`src/rtl/rs_enc_ctrl.sv`:
```
// rs_enc_ctrl: sequencer for a systematic RS(N,K) encoder that is built from a
// free-running GF(2^8) constant-multiply stage chain (r_k <= r_(k-1) ^ g_k*mr).
// The block accepts K message symbols and passes them through. It drives the
// chain feedback mr, then shifts NPAR parity symbols out of the last stage.
// Zero feedback during the parity shift leaves the chain clean for the next
// codeword.
//
// Ports:
//   clk        clock
//   rst        synchronous reset, active low
//   in_valid   message symbol valid
//   in_ready   a symbol is accepted this cycle (combinational)
//   in_data    message symbol
//   r_last     register of the last chain stage
//   mr         feedback into every chain stage (combinational)
//   out_valid  codeword symbol valid (registered)
//   out_data   codeword symbol (registered)
//   out_sop    first symbol of the codeword
//   out_eop    last parity symbol
//   out_par    out_data is a parity symbol
//   abort      one-cycle pulse: message underrun, codeword dropped
module rs_enc_ctrl #(
  parameter int unsigned K    = 239,
  parameter int unsigned NPAR = 16
) (
  input  logic       clk,
  input  logic       rst,
  input  logic       in_valid,
  output logic       in_ready,
  input  logic [7:0] in_data,
  input  logic [7:0] r_last,
  output logic [7:0] mr,
  output logic       out_valid,
  output logic [7:0] out_data,
  output logic       out_sop,
  output logic       out_eop,
  output logic       out_par,
  output logic       abort
);

  localparam int unsigned CNT_MAX = (K > NPAR + 1) ? K : NPAR + 1;
  localparam int unsigned CW      = $clog2(CNT_MAX + 1);

  localparam logic [CW-1:0] C_KM1 = CW'(K - 1);
  localparam logic [CW-1:0] C_NM1 = CW'(NPAR - 1);
  localparam logic [CW-1:0] C_N   = CW'(NPAR);

  typedef enum logic [1:0] {
    S_IDLE,
    S_MSG,
    S_PAR,
    S_CLR
  } state_t;

  state_t        r_state;
  state_t        w_state_nxt;
  logic [CW-1:0] r_cnt;
  logic [CW-1:0] w_cnt_nxt;

  logic       w_valid_nxt;
  logic [7:0] w_data_nxt;
  logic       w_sop_nxt;
  logic       w_eop_nxt;
  logic       w_par_nxt;
  logic       w_abort_nxt;

  always_ff @(posedge clk) begin
    if (!rst) begin
      r_state   <= S_IDLE;
      r_cnt     <= '0;
      out_valid <= 1'b0;
      out_data  <= '0;
      out_sop   <= 1'b0;
      out_eop   <= 1'b0;
      out_par   <= 1'b0;
      abort     <= 1'b0;
    end else begin
      r_state   <= w_state_nxt;
      r_cnt     <= w_cnt_nxt;
      out_valid <= w_valid_nxt;
      out_data  <= w_data_nxt;
      out_sop   <= w_sop_nxt;
      out_eop   <= w_eop_nxt;
      out_par   <= w_par_nxt;
      abort     <= w_abort_nxt;
    end
  end

  always_comb begin
    w_state_nxt = r_state;
    w_cnt_nxt   = r_cnt;
    in_ready    = 1'b0;
    mr          = '0;
    w_valid_nxt = 1'b0;
    w_data_nxt  = '0;
    w_sop_nxt   = 1'b0;
    w_eop_nxt   = 1'b0;
    w_par_nxt   = 1'b0;
    w_abort_nxt = 1'b0;

    // While reset is held everything stays at its default (ready low, mr zero).
    if (rst) begin
      case (r_state)
        S_IDLE: begin
          in_ready = 1'b1;
          if (in_valid) begin
            mr          = in_data ^ r_last;
            w_valid_nxt = 1'b1;
            w_data_nxt  = in_data;
            w_sop_nxt   = 1'b1;
            if (K == 1) begin
              w_state_nxt = S_PAR;
              w_cnt_nxt   = '0;
            end else begin
              w_state_nxt = S_MSG;
              w_cnt_nxt   = CW'(1);
            end
          end
        end

        S_MSG: begin
          in_ready = 1'b1;
          if (in_valid) begin
            mr          = in_data ^ r_last;
            w_valid_nxt = 1'b1;
            w_data_nxt  = in_data;
            if (r_cnt == C_KM1) begin
              w_state_nxt = S_PAR;
              w_cnt_nxt   = '0;
            end else begin
              w_cnt_nxt = r_cnt + CW'(1);
            end
          end else begin
            // Symbols must arrive back-to-back; a gap drops the codeword and
            // the chain is flushed before the next one is accepted.
            w_abort_nxt = 1'b1;
            w_state_nxt = S_CLR;
            w_cnt_nxt   = '0;
          end
        end

        S_PAR: begin
          w_valid_nxt = 1'b1;
          w_data_nxt  = r_last;
          w_par_nxt   = 1'b1;
          if (r_cnt == C_NM1) begin
            w_eop_nxt   = 1'b1;
            w_state_nxt = S_IDLE;
            w_cnt_nxt   = '0;
          end else begin
            w_cnt_nxt = r_cnt + CW'(1);
          end
        end

        S_CLR: begin
          // NPAR+1 zero-feedback cycles also drain the chain's g pipeline.
          if (r_cnt == C_N) begin
            w_state_nxt = S_IDLE;
            w_cnt_nxt   = '0;
          end else begin
            w_cnt_nxt = r_cnt + CW'(1);
          end
        end

        default: begin
          w_state_nxt = S_IDLE;
          w_cnt_nxt   = '0;
        end
      endcase
    end
  end

endmodule

```
`config.mk`:
```
export PLATFORM = sky130hd
export DESIGN_NAME = rs_enc_ctrl
export DESIGN_NICKNAME = d
export VERILOG_FILES = /design/src/rtl/rs_enc_ctrl.sv
export SDC_FILE = /design/constraint.sdc
export NUM_CORES = 1
export LEC_CHECK = 0
export CORE_AREA = 2 2 61 63
export CTS_CLUSTER_DIAMETER = 60
export CTS_CLUSTER_SIZE = 12
export DETAILED_ROUTE_END_ITERATION = 7
export DIE_AREA = 0 0 63 65
export MAX_ROUTING_LAYER = met4
export SLEW_MARGIN = 10
export SYNTH_ARGS = -nofsm -noshare
export SYNTH_HDL_FRONTEND = slang
export SYNTH_SLANG_ARGS = --single-unit
```
`constraint.sdc`:
```
create_clock -name clk -period 4.9 [get_ports clk]
set_clock_uncertainty 0.15 [all_clocks]
set_input_delay 0.98 -clock clk [delete_from_list [all_inputs] [get_ports clk]]
set_output_delay 0.98 -clock clk [all_outputs]
set_load 0.01 [all_outputs]
```
Word level (Yosys, flattened, before mapping)
Cells that the tools add are included.
Cells by class
  $add $sub $neg: 1
  equality and inequality tests: 10
  muxes and demuxes: 24
  bitwise operators: 1
  reduce and logical (&&, ||, !) cells: 6
Operator list (count)
  2-to-1 mux 8 bit: 9
  one-hot mux 8 bit (4 select lines): 1
  one-hot mux 8 bit (2 select lines): 1
  2-to-1 mux 2 bit: 5
  adder 8 x 1 -> 8 bit (second input constant): 1
  equality test 8 x 4 -> 1 bit (second input constant): 1
  equality test 8 x 5 -> 1 bit (second input constant): 1
  equality test 8 bit (second input constant): 1
  one-hot mux 2 bit (4 select lines): 1
  bitwise XOR 8 bit: 1
  2-to-1 mux 1 bit: 6
  inequality test 2 bit (second input constant): 3
  AND reduction 2 bit: 3
  equality test 2 bit (second input constant): 2
  AND reduction 4 bit: 1
  inequality test 3 bit (second input constant): 1
  equality test 2 x 1 -> 1 bit (second input constant): 1
  zero test 2 bit: 1
  one-hot mux 1 bit (2 select lines): 1
  OR reduction 2 bit: 1
Word-level totals
  register bits: 23
  bits of input ports: 19
  logic and storage cells: 50

Longest topological paths before layout
  depth in word-level cells: 4
  mapped depth: 6

Least setup slack after synthesis
No wires, ideal clock.
  path kind: input port to output port
  start point: input port rst
  end point: output port mr[0]
  arrival time: 1978 ps
  required time: 3770 ps
  slack: 1792 ps
  stages on the path: 5
  cell sequence: clkbuf_1 -> inv_2 -> nor2_1 -> nand2_1 -> nor2_1
Between the ends
  longest elaborated chain between the ends: 1
RTL lines
  start: declaration: line 27  | input logic rst,
  2-to-1 mux 8 bit: line 102  | if (rst) begin
  end: declaration: line 32  | output logic [7:0] mr,
No other way between the ends.

Worst setup path after layout
  start point: input port rst
  end point: output port mr[3]
Same word-level chain as after synthesis.

==> flow_summary_export.csv <==
group,metric,value,unit
outcome,status,"completed",
layout,drive_above_1_share,0.0848,
critical_path,r2r_slack,2750,ps
die,die_w,63,um
synthesis,syn_area_per_cell,8.96,um^2
timing,setup_violations,0,
clock_tree,clock-root-buffer,"clkbuf_4",
layout,antenna_cells,0,
global_routing,gr-total-overflow,0,
die,core-area,3500,um^2
critical_path,regToRegStartpoint,"r_state[1]$_SDFFE_PN0P_",
synthesis,synth-seq-area-share,0.405,
timing,relSlewSlack,0.518,
timing,worst_slew_pin_slew,722,ps
synthesis,synth_cell_type_count,40,
drt,drt_iter0_drc,51,
timing,slew_violations,0,
critical_path,reg2reg_depth,4,
critical_path,arrival,3010,ps
global_routing,grt_use_total,0.144,
power,power_density,374,nW/um^2
critical_path,critical_path_peak_fanout,18,
timing,layout_min_cycle_time,4140,ps
worst_hold_path,hold_class,"reg2reg",
die,die_y,65,um
synthesis,synth-edff-count,0,
synthesis,synth-seq-cells,23,
layout,num-fill-cells,340,
layout,multi_input_area,632,um^2
layout,ff_latch_area,460,um^2
die,start_util,0.325,
layout,mostFrequentLayoutCells,"40 x clkdlybuf4s50_1, 23 x dfxtp_1, 21 x nor2_1, 9 x xnor2_1, 8 x a22oi_1",
drt,totalWireLength,2760,um
drt,viasPerCell,5.04,
die,rows,22,
clock_tree,cts-resized-gates,0,
power,ir_drop,105,uV
power,power,0.597,mW
run,drv_cap,0,
drt,ant_nets,0,
synthesis,syn_inst,127,
global_routing,grt_max_degree,19,
synthesis,async_flop_share,0,
global_routing,antenna_found_initial,0,
clock_tree,clockBufferDepth,2,
synthesis,syn-num-nets,149,
drt,wire_per_inst,12.9,um
drt,drc,0,
synthesis,synthFlopType,"dfxtp_1",
drt,drt-pass1-iter-count,4,
global_routing,grt_pass1_wl,4570,um
drt,num_vias,1074,
place,portBuffers,40,
synthesis,netlist_area,1140,um^2
critical_path,endpoint_kind,"output pin",
layout,stdcell_area,1600,um^2
critical_path,start_kind,"primary input",
synthesis,yosys_warnings,0,
die,die-area,4100,um^2
critical_path,crit_start,"rst",
clock_tree,htreeDepth,1,
place,gp_congestion,0.891,
layout,area_growth,40.6,%
worst_hold_path,min_from,"r_cnt[7]$_SDFFE_PN0N_",
clock_tree,path_clk_slew,130,ps
clock_tree,cts_buffers,3,
worst_hold_path,hold_depth,2,
place,dp.final_hpwl,2100,um
layout,layout_commonest_cell,"clkdlybuf4s50_1",
timing,fin_crit_sh,0.845,
clock_tree,cts_tree,"done",
place,place_area,1570,um^2
die,io_pins,41,
layout,nNetsFinal,188,
clock_tree,ctsHoldBuffers,0,
critical_path,required,3770,ps
timing,fmax,242,MHz
timing,hold_viol_final,0,
clock_tree,postCtsSetupRepairBufs,0,
clock_tree,clock-sinks,23,
timing,fin_tns_setup,0,ps
global_routing,grt_pass1_vias,986,
power,p_leak,0.585,nW
timing,rsz0062_at_grt,"false",
clock_tree,clock_latency,320,ps
critical_path,crit_type,"in2out",
-- through the flow --
step / hold WS (ps) / utilization / std cells / setup slack, ps
CTS: 396 / 0.457 / 213 / 749
floorplan: 330 / - / 127 / 1790
detailed placement: 378 / 0.450 / 209 / 778
global placement: 375 / 0.450 / 209 / 869
finish: 399 / 0.457 / 213 / 761
global route: 443 / 0.457 / 213 / 570
-- worst max-delay path: stages --
cell and delay (ps):
clkdlybuf4s50_1 670, inv_2 220, nor2_1 170, nand2_1 240, nor2_1 180, clkdlybuf4s50_1 540
-- final timing paths --
path | endpoint
setup reg to reg | r_state[1]$_SDFFE_PN0P_
hold reg to reg | r_cnt[7]$_SDFFE_PN0N_
hold / removal | r_cnt[7]$_SDFFE_PN0N_
setup / recovery | mr[3]
-- cell families (layout without fill, tap and decap cells) --
group / after synthesis / count (layout) / share of synthesized area
flops: 23 / 23 / 0.405
fa+ha+maj: 3 / 3 / 0.0330
mux: 1 / 1 / 0.00880
simple gates: 53 / 53 / 0.243
xor+xnor: 10 / 10 / 0.0770
buf+inv: 11 / 49 / 0.0396
compound gates: 26 / 26 / 0.194
-- routing by layer --
metal	vias to the layer above	part of all wire	GRT usage
li1	541	-	-
met1	502	0.46	0.177
met2	26	0.49	0.233
met3	5	0.032	0.0191
met4	0	0.021	0.0750
met5	-	0	-
-- area by class of cell --
| type | instances | share of cell area |
|---|---|---|
| Multi-Input combinational cell | 93 | 0.395 |
| Sequential cell | 23 | 0.288 |
| Timing Repair Buffer | 40 | 0.250 |
| Tap cell | 48 | 0.0376 |
| Clock buffer | 3 | 0.0141 |
| Inverter | 5 | 0.0117 |
| Clock inverter | 1 | 0.00313 |
-- flip-flops by register name, summed over array words and instances (netlist names) --
register and count:
out_par 1, out_sop 1, r_cnt 8, abort 1, out_eop 1, out_valid 1
out_data 8, r_state 2
-- power breakdown --
group | total, mW | leakage [nW] | switching [mW] | internal [mW]
combinational | 0.258 | 0.379 | 0.133 | 0.125
clock | 0.0890 | 0.0177 | 0.0584 | 0.0306
sequential | 0.250 | 0.188 | 0.0309 | 0.219
-- synth_stat cells, types with 3 or more instances --
library cell,instances,share of area
dfxtp_1,23,0.40
nor2_1,21,0.069
xnor2_1,9,0.069
a22oi_1,8,0.053
nand2_1,6,0.020
nand3_1,5,0.022
and3_1,3,0.017
buf_2,3,0.013
ha_1,3,0.033
inv_2,3,0.0099
nor3_1,3,0.013
o31ai_1,3,0.020
No activity file was read; power rests on OpenSTA's default activity.
